===== config.mk =====
export PLATFORM = sky130hd
export DESIGN_NAME = hazard_ctrl_v
export DESIGN_NICKNAME = d
export VERILOG_FILES = /design/src/rtl/hazard_ctrl_v.sv
export SDC_FILE = /design/constraint.sdc
export NUM_CORES = 1
export LEC_CHECK = 0
export ABC_CLOCK_PERIOD_IN_PS = 6600
export CAP_MARGIN = 30
export CORE_AREA = 2 2 72 74
export DETAILED_ROUTE_END_ITERATION = 8
export DIE_AREA = 0 0 74 76
export GPL_TIMING_DRIVEN = 0
export HOLD_SLACK_MARGIN = 0.12
export PLACE_DENSITY_LB_ADDON = 0.3
export SLEW_MARGIN = 20
export SYNTH_ARGS = -nofsm -noshare
export SYNTH_HDL_FRONTEND = slang
export SYNTH_SLANG_ARGS = --single-unit

===== constraint.sdc =====
create_clock -name clk -period 6.6 [get_ports clk]
set_input_delay 1.65 -clock clk [delete_from_list [all_inputs] [get_ports clk]]
set_output_delay 1.65 -clock clk [all_outputs]
set_load 0.1 [all_outputs]

===== src/rtl/hazard_ctrl_v.sv =====
// Hazard control for a 5-stage pipeline: EX-stage operand forwarding,
// load-use / RAW stall detection, multi-cycle data-memory freeze FSM,
// branch flush control and saturating stall/flush performance counters.
module hazard_ctrl_v #(
    parameter int REG_AW  = 5,
    parameter int MEM_LAT = 1,
    parameter int FWD_EN  = 1,
    parameter int CNT_W   = 16
) (
    input  logic              clk,
    input  logic              rst,
    input  logic [REG_AW-1:0] id_rs1,
    input  logic [REG_AW-1:0] id_rs2,
    input  logic              id_use_rs1,
    input  logic              id_use_rs2,
    input  logic [REG_AW-1:0] idex_rs1,
    input  logic [REG_AW-1:0] idex_rs2,
    input  logic [REG_AW-1:0] idex_rd,
    input  logic              idex_regWrite,
    input  logic              idex_memRead,
    input  logic [REG_AW-1:0] exmem_rd,
    input  logic              exmem_regWrite,
    input  logic              exmem_memRead,
    input  logic [REG_AW-1:0] memwb_rd,
    input  logic              memwb_regWrite,
    input  logic              branch_taken,
    output logic [1:0]        forwA,
    output logic [1:0]        forwB,
    output logic              stall_id,
    output logic              bubble_ex,
    output logic              freeze,
    output logic              flush_ifid,
    output logic              flush_idex,
    output logic [CNT_W-1:0]  stall_cycles,
    output logic [CNT_W-1:0]  flush_count,
    output logic              mem_wait
);

    typedef enum logic {
        ST_RUN  = 1'b0,
        ST_WAIT = 1'b1
    } state_t;

    // First WAIT-cycle count: the RUN trigger cycle already freezes once,
    // so WAIT freezes MEM_LAT-2 more cycles before its release cycle.
    localparam logic [3:0] WAIT_INIT = (MEM_LAT > 1) ? 4'(MEM_LAT - 2) : 4'd0;
    localparam bit         USE_WAIT  = (MEM_LAT > 1);
    localparam bit         USE_FWD   = (FWD_EN != 0);

    state_t            state_q, state_d;
    logic [3:0]        wait_cnt_q, wait_cnt_d;
    logic [CNT_W-1:0]  stall_cycles_q, stall_cycles_d;
    logic [CNT_W-1:0]  flush_count_q, flush_count_d;

    logic              freeze_raw;
    logic              raw_hz;
    logic              idex_used_match;
    logic              exmem_used_match;

    // A "used match": nonzero destination that the ID instruction actually reads.
    assign idex_used_match  = (idex_rd != '0) &&
                              ((id_use_rs1 && (id_rs1 == idex_rd)) ||
                               (id_use_rs2 && (id_rs2 == idex_rd)));
    assign exmem_used_match = (exmem_rd != '0) &&
                              ((id_use_rs1 && (id_rs1 == exmem_rd)) ||
                               (id_use_rs2 && (id_rs2 == exmem_rd)));

    // With forwarding only a load in EX is unresolvable; without it any pending
    // writer in EX or MEM stalls (MEM/WB is covered by write-before-read).
    assign raw_hz = USE_FWD ? (idex_memRead && idex_used_match)
                            : ((idex_regWrite && idex_used_match) ||
                               (exmem_regWrite && exmem_used_match));

    // Operand forwarding select; EX/MEM result is newer so it beats MEM/WB.
    always_comb begin
        // NOTE: every always_comb output gets a default first so no path leaves
        // it unassigned, which would otherwise infer a latch.
        forwA = 2'b00;
        forwB = 2'b00;
        if (!rst && USE_FWD) begin
            if (exmem_regWrite && !exmem_memRead && (exmem_rd != '0) && (exmem_rd == idex_rs1))
                forwA = 2'b01;
            else if (memwb_regWrite && (memwb_rd != '0) && (memwb_rd == idex_rs1))
                forwA = 2'b10;

            if (exmem_regWrite && !exmem_memRead && (exmem_rd != '0) && (exmem_rd == idex_rs2))
                forwB = 2'b01;
            else if (memwb_regWrite && (memwb_rd != '0) && (memwb_rd == idex_rs2))
                forwB = 2'b10;
        end
    end

    // Freeze FSM next-state: RUN triggers on a load in MEM, WAIT counts down
    // and spends one unfrozen release cycle while the load leaves EX/MEM.
    always_comb begin
        state_d    = state_q;
        wait_cnt_d = wait_cnt_q;
        freeze_raw = 1'b0;
        case (state_q)
            ST_RUN: begin
                if (exmem_memRead && USE_WAIT) begin
                    freeze_raw = 1'b1;
                    state_d    = ST_WAIT;
                    wait_cnt_d = WAIT_INIT;
                end
            end
            ST_WAIT: begin
                if (wait_cnt_q != 4'd0) begin
                    freeze_raw = 1'b1;
                    wait_cnt_d = wait_cnt_q - 4'd1;
                end else begin
                    state_d = ST_RUN;
                end
            end
            default: state_d = ST_RUN;
        endcase
    end

    // Pipeline control priority: reset, then freeze, then branch flush, then RAW stall.
    always_comb begin
        freeze     = 1'b0;
        stall_id   = 1'b0;
        bubble_ex  = 1'b0;
        flush_ifid = 1'b0;
        flush_idex = 1'b0;
        if (!rst) begin
            if (freeze_raw) begin
                freeze = 1'b1;
            end else if (branch_taken) begin
                flush_ifid = 1'b1;
                flush_idex = 1'b1;
            end else if (raw_hz) begin
                stall_id  = 1'b1;
                bubble_ex = 1'b1;
            end
        end
    end

    // Saturating performance counter next values.
    always_comb begin
        stall_cycles_d = stall_cycles_q;
        flush_count_d  = flush_count_q;
        if ((freeze || stall_id) && (stall_cycles_q != '1))
            stall_cycles_d = stall_cycles_q + 1'b1;
        if (flush_ifid && (flush_count_q != '1))
            flush_count_d = flush_count_q + 1'b1;
    end

    // State, wait counter and performance counters with synchronous reset.
    always_ff @(posedge clk) begin
        // NOTE: sequential state uses non-blocking assignments so every register
        // samples pre-edge values regardless of statement order.
        if (rst) begin
            state_q        <= ST_RUN;
            wait_cnt_q     <= 4'd0;
            stall_cycles_q <= '0;
            flush_count_q  <= '0;
        end else begin
            state_q        <= state_d;
            wait_cnt_q     <= wait_cnt_d;
            stall_cycles_q <= stall_cycles_d;
            flush_count_q  <= flush_count_d;
        end
    end

    assign stall_cycles = stall_cycles_q;
    assign flush_count  = flush_count_q;
    assign mem_wait     = (state_q == ST_WAIT);

endmodule


==> results of run 1 <==
## layer usage
layer / vias up / part of all wire / GRT usage / routed length (um)
met5: - / 0 / 0 / 0
met4: 0 / 0.018 / 0.0709 / 101
met3: 11 / 0.051 / 0.0608 / 290
met2: 60 / 0.52 / 0.358 / 2960
met1: 1011 / 0.41 / 0.234 / 2310
li1: 1104 / - / - / -
## cell families after synthesis
logic type / synth area share
AND/OR/NAND/NOR: 0.270
AO/OA/AOI/OAI: 0.118
buffers and inverters: 0.0478
multiplexers: 0.00921
flip-flops: 0.341
adder cells (fa/ha/maj): 0.0173
XOR/XNOR: 0.197
## registers in the layout, summed over array words and instances, names as in the netlist
register,count
flush_count,16
mem_wait,1
stall_cycles,16
wait_cnt_q,4
## per-stage QoR
| stage | power, uW | worst slack (ns) | instances | cell area (um2) |
|---|---|---|---|---|
| finish | 481 | 0.496 | 423 | 3220 |
| global route | 499 | 0.336 | 423 | 3220 |
| CTS | 486 | 0.498 | 423 | 3220 |
| detailed placement | 311 | 0.499 | 415 | 3120 |
| global placement | 309 | 0.509 | 415 | 3120 |
| floorplan | 271 | 0.00165 | 261 | 2190 |
## where the power goes
| group | internal [uW] | switching, uW |
|---|---|---|
| logic | 40.7 | 39.7 |
| clock network | 94.3 | 80.6 |
| registers | 224 | 1.26 |
## worst min-delay path, cell delays in order, from the launching register on
cell     delay, ns
dfxtp_1       0.33
o21ai_1       0.08
a21oi_1       0.06
## cells in the mapped netlist (all sizes together)
master,n
o31a,4
mux2i,2
buf,6
nor4b,1
nand4,15
o21ba,1
nand2,17
xor2,22
and2,1
or3b,1
or2,3
nor3,4
or3,11
o211ai,1
a21oi,13
o311a,1
and4,1
dfxtp,37
a2111oi,1
o21ai,11
or4,3
xnor2,27
o31ai,1
inv,6
clkbuf,5
nor3b,2
a211oi,2
o22ai,1
o32a,1
nand3,13
ha,3
and3,5
nor2,34
o211a,1
nor4,4
## worst max path at each step
stage,startpoint,endpoint,slack (ns),cells past startpoint
after global routing,exmem_rd[2],forwA[1],0.34,8
after CTS,exmem_rd[1],forwA[1],0.50,8
after detailed placement,exmem_rd[1],forwA[1],0.50,8
after floorplan,rst,forwA[0],0.002,3
after global placement,exmem_rd[1],forwA[1],0.51,8
final,exmem_rd[1],forwA[1],0.50,8
## area by class of cell
class	count	area, um2
clock inverters	1	5.00
fillers	416	1690
repair buffers	84	841
inverters	6	22.5
clock buffers	7	96.3
plain buffers	11	81.3
flip-flops and latches	37	741
well taps	70	87.6
multi-input cells	207	1350
==> flow_summary.json, run 1 <==
{
  "status": "completed",
  "start_util": 0.443,
  "vdd_drop_max_v": 0.000128,
  "path_buf_inv": 2,
  "dieArea_um2": 5620,
  "crit_required_ns": 4.95,
  "cts-resized-gates": 0,
  "grt_start_max_net_pins": 12,
  "drt_wl_total_mm": 5.66,
  "dp_hpwl_mm": 4.43,
  "cts_setup_buffers": 0,
  "io-pin-count": 87,
  "port_buffers": 84,
  "track_usage": 0.206,
  "cp_max_fo": 3,
  "setup_tns_ns": 0,
  "worstSetupStartpointType": "primary input",
  "grt_pass1_vias": 2077,
  "grt_pass1_wl_mm": 9.11,
  "hold_class": "register to register",
  "synth.yosys.seq_area_share": 0.341,
  "gp_congestion": 0.820,
  "insertion_delay_ns": 0.30,
  "final_cell_mix": "clkdlybuf4s50_1, dfxtp_1, nor2_1, xnor2_1, xor2_1",
  "syn-num-nets": 309,
  "htree_levels": 2,
  "endpoint_kind": "output port",
  "drt-wirelength-per-cell_um": 13.4,
  "netlist_instances": 261,
  "critPathTopFamily": "buffers and inverters",
  "fin_crit_ns": 6.10,
  "clockBufferDepth": 2,
  "setup_viol": 0,
  "netlist.area_leader.share": 0.341,
  "syn_area_per_cell_um2": 8.33,
  "critPathKind": "primary input to output port",
  "synth_largest_area_cell": "dfxtp_1",
  "cp_slowest_cell": "clkdlybuf4s50_1",
  "path_clk_slew_ns": 0.07,
  "crit_chain": "clkdlybuf4s50_1, or4_1, nor2_1, nor3b_1, nand4_1, nor3_1, nor4_2, clkdlybuf4s50_1",
  "antenna_cells": 0,
  "reg2reg_from": "wait_cnt_q[0]$_SDFFE_PP0P_",
  "worst_r2r_endpoint": "stall_cycles[1]$_SDFFE_PP0P_",
  "final_common_cell": "clkdlybuf4s50_1",
  "syn-cell-area_um2": 2170,
  "yosys-top-cells-area": "dfxtp_1, xnor2_1, xor2_1",
  "min_from": "stall_cycles[15]$_SDFFE_PP0P_",
  "postRouteAntennaNets": 0,
  "maxSlewViolCount": 0,
  "cts_root_buffer": "clkbuf_8",
  "fin_crit_sh": 0.925,
  "rsz0062_at_grt": "no",
  "ys_warn_count": 0,
  "cts_hold_buffers": 0,
  "cp_common_cell": "clkdlybuf4s50_1",
  "r2r_slack_ns": 4.28,
  "vias": 2186,
  "core_um2": 4910,
  "skew_ns": 0.00837,
  "finalHoldViolations": 0,
  "drive_gt1_frac": 0.0623,
  "worst_pin_slew_ns": 0.991,
  "final_util": 0.656,
  "p_leak_uw": 0.00108,
  "antenna_found_initial": 0,
  "avgViaCountPerCell": 5.17,
  "crit_arrival_ns": 4.45,
  "grt_overflow_total": 0,
  "drv_cap": 0,
  "critPathMaxStageDelay_ns": 1.18,
  "dr.pass1.iters": 4,
  "r2r_cells": 11,
  "min_to": "stall_cycles[15]$_SDFFE_PP0P_",
  "netlist-cell-type-count": 41,
  "die_w_um": 74,
  "cts_tree": "built",
  "power_density_nw_per_um2": 149,
  "dr.first_iter.drc_count": 122,
  "hold_path_depth": 2,
  "placementRows": 26,
  "fin_nets": 400,
  "syn_to_final_growth_pct": 48.2,
  "drc": 0,
  "slew_headroom": 0.337,
  "synth_seq_cells": 37,
  "holdWs_ns": 0.512,
  "die_h_um": 76,
  "numCtsBuffers": 5,
  "cts_sinks": 37,
  "fmax_ghz": 0.164
}
(Power assumes the default switching activity.)
==> run 2, diff against run 1 <==
--- a/config.mk
+++ b/config.mk
@@ -12,6 +12,7 @@
 export DIE_AREA = 0 0 74 76
 export GPL_TIMING_DRIVEN = 0
 export HOLD_SLACK_MARGIN = 0.12
+export MAX_ROUTING_LAYER = met4
 export PLACE_DENSITY_LB_ADDON = 0.3
 export SLEW_MARGIN = 20
 export SYNTH_ARGS = -nofsm -noshare
==> run 2 against run 1 <==
  * Count of clock-buffer cells in the layout is the same
  * Critical path depth is the same
  * Maximum frequency is essentially flat
  * Clock skew shrank 0.0011 ns
  * Core utilization is the same
  * Sequential share of layout area is the same
  * Sequential power is essentially flat
  * Register-to-register slack is essentially flat
  * Critical endpoint unchanged
  * Largest power group unchanged
==> flow_summary.json, run 2 (synthesis results as in run 1) <==
{
  "fin_crit_sh": 0.925,
  "stdcell_area_um2": 3220,
  "gp_congestion": 0.833,
  "netSwitchingFraction": 0.253,
  "avgViaCountPerCell": 5.17,
  "hold_class": "register to register",
  "path_clk_slew_ns": 0.07,
  "finalHoldViolations": 0,
  "holdWs_ns": 0.512,
  "grt_pass1_wl_mm": 9.11,
  "drt-wirelength-per-cell_um": 13.4,
  "vdd_drop_max_v": 0.000128,
  "grt_start_max_net_pins": 12,
  "drt_wl_total_mm": 5.67,
  "cts-resized-gates": 0,
  "die_h_um": 76,
  "cts_tree": "built",
  "slew_headroom": 0.337,
  "clockBufferDepth": 2,
  "power_frac_clock": 0.364,
  "io-pin-count": 87,
  "drive_gt1_frac": 0.0623,
  "cts_setup_buffers": 0,
  "final_common_cell": "clkdlybuf4s50_1",
  "pwr-share-comb": 0.167,
  "power.internal_uw": 359,
  "port_buffers": 84,
  "placementRows": 26,
  "vias": 2186,
  "final_util": 0.656,
  "cp_max_fo": 3,
  "r2r_cells": 11,
  "dp_hpwl_mm": 4.43,
  "dieArea_um2": 5620,
  "start_util": 0.443,
  "maxSlewViolCount": 0,
  "grt_overflow_total": 0,
  "dpl_cell_area_um2": 3120,
  "rsz0062_at_grt": "no",
  "antenna_found_initial": 0,
  "hold_path_depth": 2,
  "htree_levels": 2,
  "power_switching_uw": 122,
  "power_density_nw_per_um2": 149,
  "drc": 0,
  "dr.first_iter.drc_count": 120,
  "drv_cap": 0,
  "die_w_um": 74,
  "insertion_delay_ns": 0.30,
  "total_power_uw": 481,
  "fin_crit_ns": 6.10,
  "status": "completed",
  "cts_sinks": 37,
  "cts_root_buffer": "clkbuf_8",
  "seqPwrFrac": 0.469,
  "dr.pass1.iters": 4,
  "worst_pin_slew_ns": 0.992,
  "cts_hold_buffers": 0,
  "critPathKind": "primary input to output port",
  "track_usage": 0.212,
  "setup_tns_ns": 0,
  "syn_to_final_growth_pct": 48.2,
  "fin_nets": 400,
  "skew_ns": 0.00732,
  "crit_arrival_ns": 4.45,
  "fmax_ghz": 0.164,
  "postRouteAntennaNets": 0,
  "antenna_cells": 0,
  "numCtsBuffers": 5,
  "endpoint_kind": "output port",
  "p_leak_uw": 0.00108,
  "worstSetupStartpointType": "primary input",
  "grt_pass1_vias": 2078,
  "final_cell_mix": "clkdlybuf4s50_1, dfxtp_1, nor2_1, xnor2_1, xor2_1",
  "core_um2": 4910,
  "crit_required_ns": 4.95,
  "setup_viol": 0
}
run 2: metal layers:
layer	up-vias	share of wire	track usage
met5	-	0	-
met4	0	0.018	0.0709
met3	12	0.049	0.0608
met2	53	0.52	0.357
met1	1017	0.41	0.236
li1	1104	-	-
run 2: area by class of cell:
class                      count  area (um2)
inverter                       6        22.5
tap                           70        87.6
sequential                    37         741
fill                         416        1690
buffer                        11        81.3
clock inverter                 1        5.00
timing repair buffer          84         841
clock buffer                   7        96.3
multi-input combinational    207        1350
run 2: worst paths after layout:
check                                startpoint                            end  slack [ns]
setup / recovery                    exmem_rd[1]                       forwA[1]        0.50
hold / removal    stall_cycles[15]$_SDFFE_PP0P_  stall_cycles[15]$_SDFFE_PP0P_        0.51
setup reg to reg     wait_cnt_q[0]$_SDFFE_PP0P_   stall_cycles[1]$_SDFFE_PP0P_        4.27
hold reg to reg   stall_cycles[15]$_SDFFE_PP0P_  stall_cycles[15]$_SDFFE_PP0P_        0.51
run 2: stage by stage:
stage | cells | worst slack (ns)
after global routing | 423 | 0.336
after detailed placement | 415 | 0.499
after CTS | 423 | 0.498
final | 423 | 0.496
after floorplan | 261 | 0.00165
after global placement | 415 | 0.509
run 2: worst max-delay path, stage by stage:
cell and delay (ns):
clkdlybuf4s50_1 0.47, or4_1 0.53, nor2_1 0.10, nor3b_1 0.07, nand4_1 0.11, nor3_1 0.08, nor4_2 0.27, clkdlybuf4s50_1 1.18
run 2: power by group through the flow:
stage                     combinational, uW  sequential, uW  clock, uW
after global placement                 78.9             230          0
after detailed placement               80.4             230          0
after floorplan                        34.6             237          0
final                                  80.4             225        175
after CTS                              80.7             225        180
after global routing                   85.7             225        189
==> run 3, diff against run 2 <==
--- a/config.mk
+++ b/config.mk
@@ -14,6 +14,7 @@
 export HOLD_SLACK_MARGIN = 0.12
 export MAX_ROUTING_LAYER = met4
 export PLACE_DENSITY_LB_ADDON = 0.3
+export SETUP_SLACK_MARGIN = 0.3
 export SLEW_MARGIN = 20
 export SYNTH_ARGS = -nofsm -noshare
 export SYNTH_HDL_FRONTEND = slang
==> run 3 against run 2 <==
  * Critical path depth shrank 1
  * Maximum frequency grew 0.87%
  * Sequential share of layout area shrank 0.29 points
  * Sequential power is essentially flat
  * Design area grew 1.3%
  * Core utilization grew 0.84 points
  * Via count shrank 2.2%
  * Combinational power is essentially flat
  * Sequential cell count is the same
  * Clock power grew 31%
  * Worst setup slack gained 0.052 ns
  * Largest cell class unchanged
==> flow_summary.json, run 3 (synthesis results as in run 1) <==
{
  "hold_class": "register to register",
  "clockBufferDepth": 2,
  "critPathMaxStageDelay_ns": 1.19,
  "fill_cells": 422,
  "placementRows": 26,
  "r2r_slack_ns": 4.28,
  "pwr-share-comb": 0.150,
  "dp_hpwl_mm": 4.31,
  "track_usage": 0.209,
  "multi_input_area_um2": 1350,
  "insertion_delay_ns": 0.29,
  "grt_pass1_wl_mm": 9.19,
  "numCtsBuffers": 5,
  "cts_sinks": 37,
  "grt_pass1_vias": 2051,
  "port_buffers": 84,
  "skew_ns": 0.00397,
  "cp_max_fo": 3,
  "die_w_um": 74,
  "grt_overflow_total": 0,
  "reg2reg_from": "stall_cycles[0]$_SDFFE_PP0P_",
  "postRouteAntennaNets": 0,
  "dp_slack_ns": 0.392,
  "dr.first_iter.drc_count": 112,
  "final_common_cell": "clkdlybuf4s50_1",
  "cts_hold_buffers": 0,
  "cp_slowest_cell": "clkdlybuf4s50_1",
  "fmax_ghz": 0.165,
  "endpoint_kind": "output port",
  "syn_to_final_growth_pct": 50.1,
  "drc": 0,
  "dr.pass1.iters": 4,
  "seq_area_um2": 741,
  "start_util": 0.443,
  "power_switching_uw": 121,
  "drt_wl_total_mm": 5.36,
  "gp_congestion": 0.825,
  "antenna_cells": 0,
  "power_density_nw_per_um2": 164,
  "setup_viol": 0,
  "critPathTopFamily": "buffers and inverters",
  "slew_headroom": 0.329,
  "drive_gt1_frac": 0.0652,
  "r2r_cells": 10,
  "setup_tns_ns": 0,
  "die_h_um": 76,
  "cts_root_buffer": "clkbuf_8",
  "vdd_drop_max_v": 0.000107,
  "crit_required_ns": 4.95,
  "finalHoldViolations": 0,
  "io-pin-count": 87,
  "core_um2": 4910,
  "dieArea_um2": 5620,
  "worst_slack_ns": 0.549,
  "crit_chain": "clkdlybuf4s50_1, or4_1, nor2_1, nor3b_1, nand4_1, nor4b_2, clkdlybuf4s50_1",
  "drv_cap": 0,
  "netSwitchingFraction": 0.226,
  "status": "completed",
  "p_leak_uw": 0.00111,
  "maxSlewViolCount": 0,
  "cp_common_cell": "clkdlybuf4s50_1",
  "cts_tree": "built",
  "crit_arrival_ns": 4.40,
  "cts_setup_buffers": 0,
  "grt_start_max_net_pins": 13,
  "avgViaCountPerCell": 5.06,
  "hold_path_depth": 2,
  "antenna_found_initial": 0,
  "path_buf_inv": 2,
  "critPathKind": "primary input to output port",
  "crit_path_start": "exmem_rd[1]",
  "vias": 2139,
  "htree_levels": 2,
  "fin_crit_sh": 0.917,
  "worstSetupStartpointType": "primary input",
  "path_clk_slew_ns": 0.07,
  "fin_crit_ns": 6.05,
  "power_frac_clock": 0.430,
  "rsz0062_at_grt": "no",
  "fin_nets": 400,
  "endpoint": "forwB[1]",
  "cts-resized-gates": 0,
  "worst_r2r_endpoint": "stall_cycles[1]$_SDFFE_PP0P_",
  "path_depth": 7,
  "drt-wirelength-per-cell_um": 12.7,
  "worst_pin_slew_ns": 1.00,
  "power.internal_uw": 415,
  "seqPwrFrac": 0.421,
  "final_cell_mix": "clkdlybuf4s50_1, dfxtp_1, nor2_1, xnor2_1, xor2_1"
}
run 3: cell count changes in the layout (fill, tap and decap cells not counted):
| cell | previous run | this run |
|---|---|---|
| clkbuf_8 | 7 | 5 |
| bufinv_16 | 0 | 2 |
| clkdlybuf4s50_1 | 84 | 83 |
| nor4_2 | 1 | 2 |
| nor4_1 | 3 | 2 |
| dlymetal6s2s_1 | 0 | 1 |
run 3: metrics by stage:
step	power (uW)	hold WS (ns)	instance area (um2)	utilization	instances
floorplan	271	0.486	2200	-	261
detailed placement	311	0.482	3130	0.637	415
global route	555	0.538	3260	0.664	423
finish	536	0.493	3260	0.664	423
global placement	310	0.470	3130	0.637	415
CTS	541	0.493	3260	0.664	423
run 3: how the worst min path moves through the flow:
stage,to,startpoint
floorplan,wait_cnt_q[3]$_SDFFE_PP0P_,wait_cnt_q[3]$_SDFFE_PP0P_
global placement,stall_cycles[10]$_SDFFE_PP0P_,stall_cycles[10]$_SDFFE_PP0P_
detailed placement,stall_cycles[10]$_SDFFE_PP0P_,stall_cycles[10]$_SDFFE_PP0P_
CTS,stall_cycles[10]$_SDFFE_PP0P_,stall_cycles[10]$_SDFFE_PP0P_
global route,stall_cycles[10]$_SDFFE_PP0P_,stall_cycles[10]$_SDFFE_PP0P_
finish,stall_cycles[10]$_SDFFE_PP0P_,stall_cycles[10]$_SDFFE_PP0P_
run 3: final cells by class:
cell class	instances	area share
buffer	11	0.0249
clock buffer	5	0.0211
clock inverter	3	0.0199
inverter	6	0.00690
multi-input combinational	207	0.415
sequential	37	0.227
tap	70	0.0268
timing repair buffer	84	0.258
run 3: worst reg2reg max path: stages, from the launching register on:
cell and delay [ns]:
dfxtp_1 0.41, ha_1 0.20, nand3_1 0.14, or2_1 0.25, buf_2 0.16, o32a_1 0.38, o21ai_4 0.13, buf_8 0.18
buf_12 0.13, mux2i_1 0.19, nor2_1 0.05
run 3: per-layer routing:
layer,global-route usage,share of wire,up-vias
met5,-,0,-
met4,0.0727,0.021,0
met3,0.0357,0.030,10
met2,0.354,0.52,43
met1,0.244,0.42,976
li1,-,-,1110
run 3: power groups by stage:
| stage | sequential, uW | combinational, uW | clock [uW] |
|---|---|---|---|
| floorplan | 237 | 34.9 | 0 |
| global placement | 230 | 79.2 | 0 |
| detailed placement | 230 | 80.6 | 0 |
| CTS | 225 | 80.8 | 235 |
| global route | 225 | 86.4 | 243 |
| finish | 225 | 80.2 | 230 |
